File: src/rtl/mul_arbiter_pkg.sv
// mul_arbiter_pkg: shared types and constants
// for the two-requester multiplier arbiter.
package mul_arbiter_pkg;

  typedef enum logic [1:0] {
    IDLE,
    RUN,
    RESP,
    ERR
  } state_t;

  localparam int MUL_STEPS    = 33;
  localparam int DEF_WD_LIMIT = 40;
  localparam int DEF_TAG_W    = 4;

endpackage

File: src/rtl/mul_arbiter_rr_arb2.sv
// rr_arb2: two-way round-robin grant with
// a one-bit priority pointer.
module rr_arb2 (
  input  logic       clk,
  input  logic       rst,
  input  logic [1:0] valid,
  input  logic       advance,
  output logic [1:0] grant
);

  logic ptr;

  // favour the pointed requester, fall back to the other
  always_comb begin
    grant[0] = valid[0] & (~ptr | ~valid[1]);
    grant[1] = valid[1] & (ptr | ~valid[0]);
  end

  // after an accept, priority passes to the one not served
  always_ff @(posedge clk or negedge rst) begin
    if (!rst) ptr <= 1'b0;
    else if (advance) ptr <= grant[0];
  end

endmodule

File: src/rtl/mul_arbiter.sv
// mul_arbiter: round-robin front end sharing one
// iterative 32x32 multiplier between two requesters.
module mul_arbiter
  import mul_arbiter_pkg::*;
#(
  parameter int TAG_W    = DEF_TAG_W,
  parameter int WD_LIMIT = DEF_WD_LIMIT
) (
  input  logic             clk,
  input  logic             rst,
  input  logic             req0_valid,
  output logic             req0_ready,
  input  logic [31:0]      req0_x,
  input  logic [31:0]      req0_y,
  input  logic             req0_unsigned,
  input  logic [TAG_W-1:0] req0_tag,
  input  logic             req1_valid,
  output logic             req1_ready,
  input  logic [31:0]      req1_x,
  input  logic [31:0]      req1_y,
  input  logic             req1_unsigned,
  input  logic [TAG_W-1:0] req1_tag,
  output logic             rsp0_valid,
  input  logic             rsp0_ready,
  output logic [63:0]      rsp0_z,
  output logic [TAG_W-1:0] rsp0_tag,
  output logic             rsp1_valid,
  input  logic             rsp1_ready,
  output logic [63:0]      rsp1_z,
  output logic [TAG_W-1:0] rsp1_tag,
  output logic             mul_run,
  output logic             mul_op_unsigned,
  output logic [31:0]      mul_x,
  output logic [31:0]      mul_y,
  input  logic             mul_stall,
  input  logic [63:0]      mul_z,
  output logic             busy,
  output logic             wd_err
);

  localparam int WD_W = $clog2(WD_LIMIT + 1);
  localparam logic [WD_W-1:0] WD_LAST =
    WD_W'(WD_LIMIT - 1);

  state_t           state;
  logic [31:0]      op_x;
  logic [31:0]      op_y;
  logic             op_uns;
  logic [TAG_W-1:0] op_tag;
  logic             op_id;
  logic [63:0]      res_z;
  logic [WD_W-1:0]  wd_cnt;
  logic [1:0]       grant;
  logic             idle;
  logic             accept;
  logic             rsp_fire;
  logic             done;
  logic             wd_hit;

  rr_arb2 u_arb (
    .clk     (clk),
    .rst     (rst),
    .valid   ({req1_valid, req0_valid}),
    .advance (accept),
    .grant   (grant)
  );

  assign idle       = (state == IDLE);
  assign accept     = idle & (|grant);
  assign req0_ready = idle & grant[0];
  assign req1_ready = idle & grant[1];

  assign rsp_fire = (rsp0_valid & rsp0_ready)
                  | (rsp1_valid & rsp1_ready);
  assign done     = ~mul_stall;
  assign wd_hit   = mul_stall & (wd_cnt == WD_LAST);

  assign mul_x           = op_x;
  assign mul_y           = op_y;
  assign mul_op_unsigned = op_uns;
  assign rsp0_z          = res_z;
  assign rsp1_z          = res_z;
  assign rsp0_tag        = op_tag;
  assign rsp1_tag        = op_tag;

  // accept -> run -> respond, with watchdog escape to ERR
  always_ff @(posedge clk or negedge rst) begin
    if (!rst) begin
      state      <= IDLE;
      op_x       <= '0;
      op_y       <= '0;
      op_uns     <= 1'b0;
      op_tag     <= '0;
      op_id      <= 1'b0;
      res_z      <= '0;
      wd_cnt     <= '0;
      mul_run    <= 1'b0;
      rsp0_valid <= 1'b0;
      rsp1_valid <= 1'b0;
      busy       <= 1'b0;
      wd_err     <= 1'b0;
    end else begin
      unique case (state)
        IDLE: if (accept) begin
          op_x    <= grant[1] ? req1_x : req0_x;
          op_y    <= grant[1] ? req1_y : req0_y;
          op_uns  <= grant[1] ? req1_unsigned
                              : req0_unsigned;
          op_tag  <= grant[1] ? req1_tag : req0_tag;
          op_id   <= grant[1];
          wd_cnt  <= '0;
          mul_run <= 1'b1;
          busy    <= 1'b1;
          state   <= RUN;
        end
        RUN: unique case (1'b1)
          done: begin
            res_z      <= mul_z;
            mul_run    <= 1'b0;
            rsp0_valid <= ~op_id;
            rsp1_valid <= op_id;
            state      <= RESP;
          end
          wd_hit: begin
            wd_err  <= 1'b1;
            mul_run <= 1'b0;
            state   <= ERR;
          end
          default: wd_cnt <= wd_cnt + WD_W'(1);
        endcase
        RESP: if (rsp_fire) begin
          rsp0_valid <= 1'b0;
          rsp1_valid <= 1'b0;
          busy       <= 1'b0;
          state      <= IDLE;
        end
        ERR: state <= ERR;
      endcase
    end
  end

endmodule

File: config.mk
export PLATFORM = sky130hd
export DESIGN_NAME = mul_arbiter
export DESIGN_NICKNAME = d
export VERILOG_FILES = /design/src/rtl/mul_arbiter_pkg.sv /design/src/rtl/mul_arbiter_rr_arb2.sv /design/src/rtl/mul_arbiter.sv
export SDC_FILE = /design/constraint.sdc
export NUM_CORES = 1
export LEC_CHECK = 0
export BUFFER_PORTS_ARGS = -buffer_cell sky130_fd_sc_hd__buf_2
export CAP_MARGIN = 20
export CORE_AREA = 2 2 160 162
export CTS_BUF_LIST = sky130_fd_sc_hd__clkbuf_4
export DETAILED_ROUTE_END_ITERATION = 7
export DIE_AREA = 0 0 162 164
export GPL_TIMING_DRIVEN = 0
export PLACE_DENSITY = 0.63
export SYNTH_ARGS = -nofsm -noshare
export SYNTH_HDL_FRONTEND = slang
export SYNTH_SLANG_ARGS = --single-unit
File: constraint.sdc
create_clock -name clk -period 2.05 [get_ports clk]
set_input_delay 0.41 -clock clk [delete_from_list [all_inputs] [get_ports clk]]
set_output_delay 0.41 -clock clk [all_outputs]
set_load 0.005 [all_outputs]
==> results.md, run 1 <==
| Step | Result | Reported |
|---|---|---|
| floorplan | Starting utilization of the core area | 29.4% |
| min path | Hold WC Path Type | in2reg |
| layout | Utilization of the core after routing | 43.2% |
| logic synthesis | Part of the Yosys area used for sequential elements | 50.7% |
| floorplan | Floorplan die area | 26,600 um2 |
| clock tree | Clock buffer count from CTS | 17 |
| placed design | HPWL after DPL | 21.8 mm |
| logic synthesis | Prevailing post-synth register cell | dfrtp_1 |
| detailed routing | Total length of routed wires | 28.8 mm |
| floorplan | Row count | 58 |
| detailed routing | Average wire per standard cell | 17.4 um |
| logic synthesis | Synthesized instance count | 816 |
| floorplan | X dimension of the die | 162 um |
| logic synthesis | Async set or reset register ratio after synthesis | 100% |
| layout | Filler cells | 2,557 |
| logic synthesis | Synth Cell Area | 7310 um2 |
| sta | Final Max Slew Viols | 0 |
| sta | Post-route minimum period | 2.01 ns |
| setup path | Required time reported for the critical path endpoint | 1.64 ns |
| setup path | CP cell instances | and2b_2 -> clkbuf_8 -> nand2b_4 -> nor2_2 -> buf_2 |
| clock tree | Clock tree from TritonCTS | built |
| placed design | Last weighted congestion value of the routability-driven placer | 0.852 |
| global route | Wire length of the first global-routing pass | 42.7 mm |
| clock tree | Number of levels in the clock H-tree | 4 |
| layout | Most used cells in the layout excluding fill and tap cells | buf_2 (430), nand2_1 (197), dfrtp_1 (148) |
| placed design | Standard cell area after detailed placement | 9840 um2 |
| detailed routing | Initial DRT Pass Iterations | 5 |
| sta | Clock skew after layout | 0.0347 ns |
| sta | Final hold slack | 0.0710 ns |
| layout | Sequential Area | 3700 um2 |
| detailed routing | Ratio of routed vias to standard cells | 4.75 |
| clock tree | Buffers from clock root to sink, at most | 2 |
| sta | Count of endpoints failing setup in the final report | 0 |
| detailed routing | Number of design rule violations left after detail routing | 0 |
| status | Result of the run | completed |
| global route | Total routing resource utilization after global routing | 20.8% |
| detailed routing | Number of routed nets with antenna violations | 0 |
| power | Maximum vdd ir drop | 0.000565 V |
| global route | Antenna violations before repair | 2 |
| detailed routing | Number of vias in the routed layout | 7,871 |
| setup path | Sort of element at the start of the critical path | register |
| logic synthesis | Yosys Warn Count | 0 |
| sta | Slew of the pin with the lowest slew margin | 0.734 ns |
| logic synthesis | Count of different cell masters after synthesis | 38 |
| layout | Most frequent standard cell in the layout excluding fill and tap cells | buf_2 |
| placed design | Worst slack after detailed placement | 0.0735 ns |
| floorplan | Core region area | 24,800 um2 |
| layout | Finished Cell Area | 10,700 um2 |
| setup path | Largest incremental delay on the critical path | 0.38 ns |
| global route | Number of global-route vias before repair | 7,766 |
| setup path | Worst setup EP type | output port |
| clock tree | CTS Sinks | 148 |
| power | Reported leakage power | 5.50 nW |
| layout | Final #Nets | 1,521 |
| detailed routing | Iteration-0 DRC count of the detailed router | 427 |
| global route | Overflow after GRT | 0 |
| run | Maximum capacitance violations | 0 |
| logic synthesis | Total nets after synthesis | 1,026 |
| clock tree | Clock slew at the register clock pins of the worst setup and hold paths | 0.14 ns |
| min path | Depth of the worst hold-timing path | 3 |
| layout | Fraction of layout cells with a size suffix above 1 | 43.1% |
| clock tree | Root Driver | clkbuf_4 |
| power | Final total power | 14.3 mW |
| placed design | PortBufs | 416 |
| logic synthesis | Number of register bits inferred by synthesis | 148 |
| setup path | Worst-case reg-to-reg path depth | 7 |
| setup path | Critical Setup Path Class | reg2out |
| sta | Slew margin rel. | 51.0% |
| floorplan | Die Height | 164 um |
| power | Power Dens Cells | 1340 nW/um2 |
| sta | Post-route worst setup slack | 0.0399 ns |
| logic synthesis | Post-Synthesis Mean Instance Area | 8.96 um2 |
| clock tree | Skew-Pair Late Insertion Delay | 0.55 ns |
| global route | Largest net degree at the start of global routing | 85 |
| layout | P&R area growth vs syn | 46.7% |
| logic synthesis | EDFF count, synth | 0 |
| setup path | Worst endpoint data arrival time | 1.60 ns |
| setup path | Slowest cell on the critical path | dfrtp_1 |
| sta | RSZ-0062 raised after global routing | yes |
| layout | Multi-input combinational cell area | 2740 um2 |
| sta | Final Cycle Share | 98.1% |
| floorplan | I/O pin count | 417 |
| sta | Final hold vios | 0 |
| setup path | Critical path peak fanout | 2 |
| sta | Achievable Freq | 497 MHz |
## path summary, 6_finish.rpt
| check | start | end | slack [ns] |
|---|---|---|---|
| max | u_arb.ptr$_DFFE_PN0P_ | req1_ready | 0.04 |
| min | mul_z[47] | rsp0_z[47]$_DFFE_PN0P_ | 0.07 |
| max reg2reg | u_arb.ptr$_DFFE_PN0P_ | mul_x[22]$_DFFE_PN0P_ | 0.09 |
| min reg2reg | op_id$_DFFE_PN0P_ | rsp0_valid$_DFFE_PN0P_ | 0.48 |
| max in group asynchronous | rst | rsp0_z[5]$_DFFE_PN0P_ | 0.77 |
| min in group asynchronous | rst | mul_y[12]$_DFFE_PN0P_ | 0.38 |
## stage by stage
step,setup TNS [ns],cells
floorplan,0,816
global placement,-258.14,1562
detailed placement,0,1563
CTS,-0.0598,1652
global route,-0.0790,1656
finish,0,1656
## cells in the mapped netlist (2+ instances only)
| cell type | count | area [um2] |
|---|---|---|
| nand3_1 | 2 | 10.0 |
| nand2_1 | 197 | 739 |
| a31oi_1 | 71 | 444 |
| nor2_1 | 3 | 11.3 |
| o22ai_1 | 3 | 18.8 |
| o21ai_0 | 78 | 390 |
| clkbuf_1 | 41 | 154 |
| buf_2 | 17 | 85.1 |
| dfrtp_1 | 148 | 3700 |
| a21oi_1 | 76 | 380 |
| inv_1 | 5 | 18.8 |
| nand3b_1 | 69 | 518 |
| buf_6 | 4 | 45.0 |
| buf_4 | 77 | 578 |
| mux2i_1 | 2 | 20.0 |
## logic make-up (layout without fill, tap and decap cells)
| logic type | after synthesis | after routing | share of synthesized area (%) |
|---|---|---|---|
| simple gates | 287 | 287 | 19.3 |
| compound gates | 233 | 233 | 17.5 |
| flops | 148 | 148 | 50.7 |
| buf+inv | 145 | 653 | 12.1 |
| mux | 2 | 2 | 0.274 |
| fa+ha+maj | 1 | 1 | 0.171 |
| other cells | 0 | 2 | 0 |
## sequential cells by signal, summed over array words and instances (netlist names)
| name | count |
|---|---|
| mul_run | 1 |
| state | 2 |
| mul_x | 32 |
| rsp0_tag | 4 |
| u_arb.ptr | 1 |
| rsp1_valid | 1 |
| mul_op_unsigned | 1 |
| wd_cnt | 6 |
| rsp0_z | 64 |
| wd_err | 1 |
| mul_y | 32 |
| op_id | 1 |
| rsp0_valid | 1 |
| busy | 1 |
## layer usage
metal / wire [um] / share of wire, % / vias up / global-route usage (%)
met5: 13 / 0.045 / - / 0
met4: 585 / 2.0 / 2 / 5.67
met3: 2110 / 7.3 / 36 / 5.18
met2: 14400 / 50 / 339 / 37.1
met1: 11700 / 41 / 3757 / 24.9
li1: - / - / 3737 / -
## cell type report
type	instances	area share (%)
Tap cell	330	3.85
Antenna cell	2	0.0467
Clock buffer	17	1.19
Buffer	137	8.06
Sequential cell	148	34.5
Multi-Input combinational cell	523	25.6
Clock inverter	15	1.35
Inverter	6	0.210
Timing Repair Buffer	478	25.2
## critical path, delay by kind of cell, from the launching register on
kind | cells | cell delay [ns]
AND/OR/NAND/NOR | 3 | 0.45
flip-flops | 1 | 0.38
buffers and inverters | 2 | 0.25
## power by group
group	internal (mW)	switching, mW	leakage, nW
Combinational	3.60	3.54	3.60
Sequential	4.27	1.02	1.76
Clock	0.640	1.25	0.149
## timing repair
| action | in CTS | in global routing |
|---|---|---|
| setup buffers | 11 | 3 |
| setup endpoints to repair | 2 | 2 |
| hold buffers | 46 | 1 |
| resized for setup | 13 | 3 |
| pin swaps | 3 | 1 |
| endpoints found under the hold margin | 109 | 1 |
No activity file was read; power rests on OpenSTA's default activity.
==> inputs of run 2 (changes only) <==
--- a/config.mk
+++ b/config.mk
@@ -13,6 +13,7 @@
 export DIE_AREA = 0 0 162 164
 export GPL_TIMING_DRIVEN = 0
 export PLACE_DENSITY = 0.63
+export REMOVE_ABC_BUFFERS = 1
 export SYNTH_ARGS = -nofsm -noshare
 export SYNTH_HDL_FRONTEND = slang
 export SYNTH_SLANG_ARGS = --single-unit
==> results.md, run 2 (same netlist as run 1, synthesis figures left out) <==
| Step | Result | Reported | vs previous |
|---|---|---|---|
| floorplan | Row count | 58 | unchanged |
| placed design | PortBufs | 416 | unchanged |
| setup path | Worst setup EP type | register |  |
| sta | Final Cycle Share | 95.4% | -2.6 points |
| sta | Post-route minimum period | 1.96 ns | -0.0534 ns |
| sta | Final Max Slew Viols | 0 | unchanged |
| layout | Final #Nets | 1,367 | -10% |
| detailed routing | Iteration-0 DRC count of the detailed router | 553 | +30% |
| layout | Most frequent standard cell in the layout excluding fill and tap cells | buf_2 |  |
| sta | Achievable Freq | 511 MHz | +2.7% |
| floorplan | Core region area | 24,800 um2 | unchanged |
| global route | Total routing resource utilization after global routing | 19.0% | -1.8 points |
| sta | Final hold vios | 0 | unchanged |
| clock tree | Buffers from clock root to sink, at most | 2 | unchanged |
| floorplan | Die Height | 164 um | unchanged |
| power | Reported leakage power | 4.93 nW | -10% |
| detailed routing | Initial DRT Pass Iterations | 5 | unchanged |
| global route | Antenna violations before repair | 2 | unchanged |
| global route | Overflow after GRT | 0 | unchanged |
| power | Final total power | 13.1 mW | -8.2% |
| clock tree | Clock tree from TritonCTS | built |  |
| setup path | Slowest cell on the critical path | or3b_2 |  |
| power | Comb pwr share | 46.0% | -3.8 points |
| layout | Non-Filler Instances | 1,501 | -9.4% |
| layout | Most used cells in the layout excluding fill and tap cells | buf_2 (414), nand2_1 (197), dfrtp_1 (145) |  |
| setup path | Largest incremental delay on the critical path | 0.74 ns | +0.36 ns |
| clock tree | Skew-Pair Late Insertion Delay | 0.53 ns | -0.02 ns |
| layout | P&R area growth vs syn | 34.0% |  |
| clock tree | Number of levels in the clock H-tree | 4 | unchanged |
| min path | Hold WC Path Type | in2reg |  |
| global route | Global Route met1 Usage | 23.8% | -1.1 points |
| setup path | Worst setup startpoint | state[1]$_DFFE_PN0P_ |  |
| power | Design internal power | 7.63 mW | -10% |
| min path | HP Start | mul_z[29] |  |
| detailed routing | Number of routed nets with antenna violations | 0 | unchanged |
| detailed routing | Number of design rule violations left after detail routing | 0 | unchanged |
| status | Result of the run | completed |  |
| setup path | Sort of element at the start of the critical path | register |  |
| clock tree | CTS Sinks | 148 | unchanged |
| setup path | Critical Setup Path Class | reg2reg |  |
| power | Fraction of power spent switching nets | 41.9% | +1.3 points |
| detailed routing | Number of vias in the routed layout | 7,182 | -8.8% |
| detailed routing | Total length of routed wires | 26.5 mm | -8.1% |
| global route | Met3 usage | 5.33% | +0.15 points |
| global route | Met2 Use GR | 31.9% | -5.2 points |
| power | Maximum vdd ir drop | 0.000508 V | -10% |
| layout | Utilization of the core after routing | 39.5% | -3.8 points |
| setup path | Required time reported for the critical path endpoint | 2.46 ns | +0.82 ns |
| setup path | Cell family with the largest share of critical-path delay | simple AND/OR/NAND/NOR gates |  |
| global route | Number of global-route vias before repair | 6,735 | -13% |
| sta | Count of endpoints failing setup in the final report | 0 | unchanged |
| sta | Slew margin rel. | 39.0% | -12 points |
| power | Clock power share | 13.5% | +0.3 points |
| setup path | CP cell instances | buf_4 -> or3b_2 -> buf_12 -> nand2_1 -> nand2_1 |  |
| clock tree | Root Driver | clkbuf_4 |  |
| power | Sequential power share | 40.5% | +3.5 points |
| floorplan | Starting utilization of the core area | 29.4% | unchanged |
| layout | Max FFs per register | 64 | unchanged |
| floorplan | I/O pin count | 417 | unchanged |
| setup path | Worst path buffer plus inverter count | 2 | unchanged |
| run | Maximum capacitance violations | 0 | unchanged |
| setup path | Source of the worst register-to-register timing path | state[1]$_DFFE_PN0P_ |  |
| setup path | Worst path most repeated cell | nand2_1 |  |
| global route | Wire length of the first global-routing pass | 39.1 mm | -8.4% |
| sta | Final hold slack | 0.0697 ns | -0.00133 ns |
| clock tree | Clock buffer count from CTS | 17 | unchanged |
| floorplan | Floorplan die area | 26,600 um2 | unchanged |
| sta | Clock skew after layout | 0.0265 ns | -0.00821 ns |
| global route | Largest net degree at the start of global routing | 113 | +33% |
| power | Psw | 5.51 mW | -5.2% |
| power | Power Dens Cells | 1340 nW/um2 | +0.48% |
| clock tree | Clock slew at the register clock pins of the worst setup and hold paths | 0.16 ns | +0.02 ns |
| sta | Slew of the pin with the lowest slew margin | 0.914 ns | +0.180 ns |
| global route | GRT Max-Usage Layer | met2 |  |
| layout | Fraction of layout cells with a size suffix above 1 | 41.3% | -1.8 points |
| placed design | HPWL after DPL | 18.6 mm | -15% |
| detailed routing | Average wire per standard cell | 17.6 um | +1.3% |
| setup path | Worst endpoint data arrival time | 2.37 ns | +0.77 ns |
| detailed routing | Ratio of routed vias to standard cells | 4.78 | +0.67% |
| setup path | Critical path peak fanout | 43 | +41 |
| placed design | Last weighted congestion value of the routability-driven placer | 0.821 | -3.6% |
| sta | Post-route worst setup slack | 0.0933 ns | +0.0534 ns |
| floorplan | X dimension of the die | 162 um | unchanged |
| placed design | Worst slack after detailed placement | -0.426 ns | -0.499 ns |
| placed design | Cell count after placement | 1,435 | -8.2% |
run 2: power by group through the flow:
stage / clock network, mW / registers (mW) / logic [mW]
floorplan: 0 / 5.40 / 2.31
global placement: 0 / 5.32 / 5.45
detailed placement: 0 / 5.37 / 5.92
CTS: 1.86 / 5.36 / 6.01
global route: 1.99 / 5.49 / 6.69
finish: 1.77 / 5.32 / 6.05
run 2: timing repair:
action / 4_1_cts / 5_1_grt
hold endpoints to repair: 93 / 0
gates cloned: 1 / 0
hold buffers: 24 / 0
setup buffers: 3 / 5
setup endpoints to repair: 34 / 2
pin swaps: 2 / 1
gates resized for setup: 7 / 3
run 2: final cells by class:
type / count / area, um2
diodes: 1 / 2.50
clock buffers: 18 / 135
clock inverters: 14 / 116
fillers: 2575 / 15000
inverters: 6 / 22.5
multi-input cells: 524 / 2770
flip-flops and latches: 148 / 3710
well taps: 330 / 413
repair buffers: 460 / 2630
run 2: path summary, 6_finish.rpt:
| kind | depth (start not counted) | slack, ns | endpoint |
|---|---|---|---|
| max in group asynchronous | 3 | 0.81 | rsp0_z[14]$_DFFE_PN0P_ |
| setup / recovery | 5 | 0.09 | rsp0_z[9]$_DFFE_PN0P_ |
| setup reg to reg | 5 | 0.09 | rsp0_z[9]$_DFFE_PN0P_ |
| hold / removal | 3 | 0.07 | rsp0_z[29]$_DFFE_PN0P_ |
| min in group asynchronous | 2 | 0.41 | mul_x[20]$_DFFE_PN0P_ |
| hold reg to reg | 1 | 0.49 | rsp0_valid$_DFFE_PN0P_ |
run 2: per-layer routing:
layer  vias to the layer above  routed length [um]
met5                         -                  13
met2                       343               12900
met4                         2                 552
li1                       3433                   -
met1                      3377               10900
met3                        27                2110
run 2: worst register-to-register path, delay by kind of cell, from the launching register on:
kind	cells	cell delay (ns)
buf+inv	2	0.47
flops	1	0.48
simple gates	3	0.91
run 2: per-stage QoR:
stage                     TNS (ns)  area [um2]
after detailed placement    -31.61        9200
after global routing      -0.00243        9790
final                            0        9790
after floorplan            -221.96        6450
after global placement     -797.48        8940
after CTS                  -0.0198        9740
==> inputs of run 3 (changes only) <==
--- a/config.mk
+++ b/config.mk
@@ -5,14 +5,17 @@
 export SDC_FILE = /design/constraint.sdc
 export NUM_CORES = 1
 export LEC_CHECK = 0
-export BUFFER_PORTS_ARGS = -buffer_cell sky130_fd_sc_hd__buf_2
+export BUFFER_PORTS_ARGS = -buffer_cell sky130_fd_sc_hd__buf_4
 export CAP_MARGIN = 20
-export CORE_AREA = 2 2 160 162
+export CELL_PAD_IN_SITES_DETAIL_PLACEMENT = 1
+export CELL_PAD_IN_SITES_GLOBAL_PLACEMENT = 2
+export CORE_ASPECT_RATIO = 1.4
+export CORE_MARGIN = 2
+export CORE_UTILIZATION = 25
 export CTS_BUF_LIST = sky130_fd_sc_hd__clkbuf_4
 export DETAILED_ROUTE_END_ITERATION = 7
-export DIE_AREA = 0 0 162 164
 export GPL_TIMING_DRIVEN = 0
-export PLACE_DENSITY = 0.63
+export PLACE_DENSITY = 0.89
 export REMOVE_ABC_BUFFERS = 1
 export SYNTH_ARGS = -nofsm -noshare
 export SYNTH_HDL_FRONTEND = slang
==> results.md, run 3 (same netlist as run 1, synthesis figures left out) <==
| Step | Result | Reported | vs previous |
|---|---|---|---|
| status | Result of the run | completed |  |
| clock tree | Root Driver | clkbuf_4 |  |
| min path | HP Start | req0_y[0] |  |
| layout | Max FFs per register | 64 | unchanged |
| setup path | Worst-case reg-to-reg path depth | 5 | unchanged |
| floorplan | Core region area | 29,000 um2 | +17% |
| placed design | Last weighted congestion value of the routability-driven placer | 0.731 | -11% |
| detailed routing | Number of routed nets with antenna violations | 0 | unchanged |
| setup path | Critical Setup Path Class | reg2out |  |
| clock tree | Buffers from clock root to sink, at most | 2 | unchanged |
| detailed routing | Number of vias in the routed layout | 7,706 | +7.3% |
| global route | Antenna violations before repair | 2 | unchanged |
| clock tree | Clock tree from TritonCTS | built |  |
| global route | Number of global-route vias before repair | 8,146 | +21% |
| sta | Slew of the pin with the lowest slew margin | 0.917 ns | +0.00254 ns |
| sta | Slew margin rel. | 38.9% | -0.17 points |
| floorplan | I/O pin count | 417 | unchanged |
| global route | Wire length of the first global-routing pass | 47.0 mm | +20% |
| power | Maximum vdd ir drop | 0.000480 V | -5.5% |
| placed design | PortBufs | 416 | unchanged |
| run | Maximum capacitance violations | 0 | unchanged |
| detailed routing | Average wire per standard cell | 19.6 um | +11% |
| min path | Hold WC Path Type | in2reg |  |
| floorplan | Die Height | 206 um | +26% |
| sta | Count of endpoints failing setup in the final report | 0 | unchanged |
| sta | Clock skew after layout | 0.0193 ns | -0.00720 ns |
| min path | Depth of the worst hold-timing path | 3 | unchanged |
| layout | Most frequent standard cell in the layout excluding fill and tap cells | buf_4 |  |
| floorplan | X dimension of the die | 149 um | -8.3% |
| detailed routing | Total length of routed wires | 31.8 mm | +20% |
| power | Power Dens Cells | 1290 nW/um2 | -4.0% |
| global route | Overflow after GRT | 0 | unchanged |
| detailed routing | Number of design rule violations left after detail routing | 0 | unchanged |
| sta | Final hold slack | 0.0815 ns | +0.0118 ns |
| clock tree | Clock buffer count from CTS | 17 | unchanged |
| global route | Largest net degree at the start of global routing | 107 | -5.3% |
| layout | P&R area growth vs syn | 58.8% |  |
| setup path | Critical path peak fanout | 2 | -95% |
| sta | Achievable Freq | 503 MHz | -1.5% |
| detailed routing | Initial DRT Pass Iterations | 4 | -1 |
| layout | Fraction of layout cells with a size suffix above 1 | 39.8% | -1.5 points |
| layout | Utilization of the core after routing | 40.0% | +0.59 points |
| clock tree | Clock slew at the register clock pins of the worst setup and hold paths | 0.15 ns | about the same |
| clock tree | CTS Sinks | 148 | unchanged |
| placed design | HPWL after DPL | 20.6 mm | +11% |
| setup path | Sort of element at the start of the critical path | register |  |
| clock tree | Skew-Pair Late Insertion Delay | 0.60 ns | +0.07 ns |
| layout | Multi-input combinational cell area | 2790 um2 | +0.59% |
| layout | Most used cells in the layout excluding fill and tap cells | buf_4 (428), nand2_1 (197), dfrtp_1 (145) |  |
| sta | Final hold vios | 0 | unchanged |
| detailed routing | Iteration-0 DRC count of the detailed router | 223 | -60% |
| sta | Final Cycle Share | 96.9% | +1.5 points |
| sta | Post-route minimum period | 1.99 ns | +0.0302 ns |
| clock tree | Number of levels in the clock H-tree | 4 | unchanged |
| power | Reported leakage power | 5.58 nW | +13% |
| layout | Filler cells | 3,413 | +33% |
| setup path | Worst setup startpoint | u_arb.ptr$_DFFE_PN0P_ |  |
| sta | Final Max Slew Viols | 0 | unchanged |
| floorplan | Row count | 74 | +28% |
| floorplan | Floorplan die area | 30,600 um2 | +15% |
| sta | RSZ-0062 raised after global routing | yes |  |
| detailed routing | Ratio of routed vias to standard cells | 4.75 | -0.65% |
| layout | Final #Nets | 1,436 | +5.0% |
| global route | Total routing resource utilization after global routing | 20.1% | +1.1 points |
| setup path | Worst endpoint data arrival time | 1.58 ns | -0.79 ns |
| floorplan | Starting utilization of the core area | 25.2% | -4.2 points |
| setup path | Worst setup EP type | output port |  |
| setup path | Source of the worst register-to-register timing path | state[1]$_DFFE_PN0P_ |  |
| setup path | Required time reported for the critical path endpoint | 1.64 ns | -0.82 ns |
| layout | Sequential Area | 3710 um2 | unchanged |
run 3: power breakdown:
group	leakage (nW)	switching, mW	total, mW	internal, mW
registers	1.75	1.10	5.38	4.28
clock network	0.158	1.21	1.94	0.733
logic	3.67	3.58	7.64	4.06
run 3: worst paths after layout:
path,slack (ns),end
max,0.06,req1_ready
min,0.08,mul_y[0]$_DFFE_PN0P_
max reg2reg,0.14,rsp0_valid$_DFFE_PN0P_
min reg2reg,0.51,rsp0_valid$_DFFE_PN0P_
max in group asynchronous,0.81,rsp0_z[7]$_DFFE_PN0P_
min in group asynchronous,0.32,mul_y[12]$_DFFE_PN0P_
run 3: routing by layer:
metal / routed length (um) / share of wire [%] / up-vias / track usage, %
met5: 0 / 0 / - / 0
met1: 12000 / 38 / 3773 / 21.6
li1: - / - / 3569 / -
met3: 2380 / 7.5 / 41 / 6.38
met4: 767 / 2.4 / 0 / 6.80
met2: 16700 / 52 / 323 / 37.1
run 3: metrics by stage:
| stage | setup WS, ns | area (um2) | setup TNS [ns] | cells | power, mW |
|---|---|---|---|---|---|
| floorplan | -2.16 | 6450 | -221.96 | 677 | 7.71 |
| global placement | -5.14 | 10000 | -619.46 | 1473 | 11.9 |
| detailed placement | -0.409 | 10300 | -27.28 | 1486 | 12.6 |
| CTS | 0.00176 | 11500 | 0 | 1612 | 15.0 |
| global route | -0.0464 | 11600 | -0.0486 | 1621 | 16.1 |
| finish | 0.0631 | 11600 | 0 | 1621 | 15.0 |
run 3: worst max-delay path, cell delays in order (launching register included):
cell      delay, ns
dfrtp_2        0.44
and2b_4        0.26
nand2b_4       0.12
nor2_2         0.04
buf_4          0.13
run 3: final cells by class:
cell class                 count  share of cell area [%]
multi-input combinational    526                    24.0
sequential                   148                    31.9
antenna                        2                  0.0431
tap                          380                    4.10
inverter                       6                   0.194
clock buffer                  17                    1.10
clock inverter                15                    1.35
timing repair buffer         527                    37.3
run 3: timing repair:
action / in CTS / in global routing
endpoints found under the hold margin: 119 / 4
buffers inserted: 11 / 3
hold buffers: 80 / 4
pin swaps: 3 / 3
cloned: 3 / 0
resized for setup: 8 / 2
setup endpoints to repair: 14 / 14
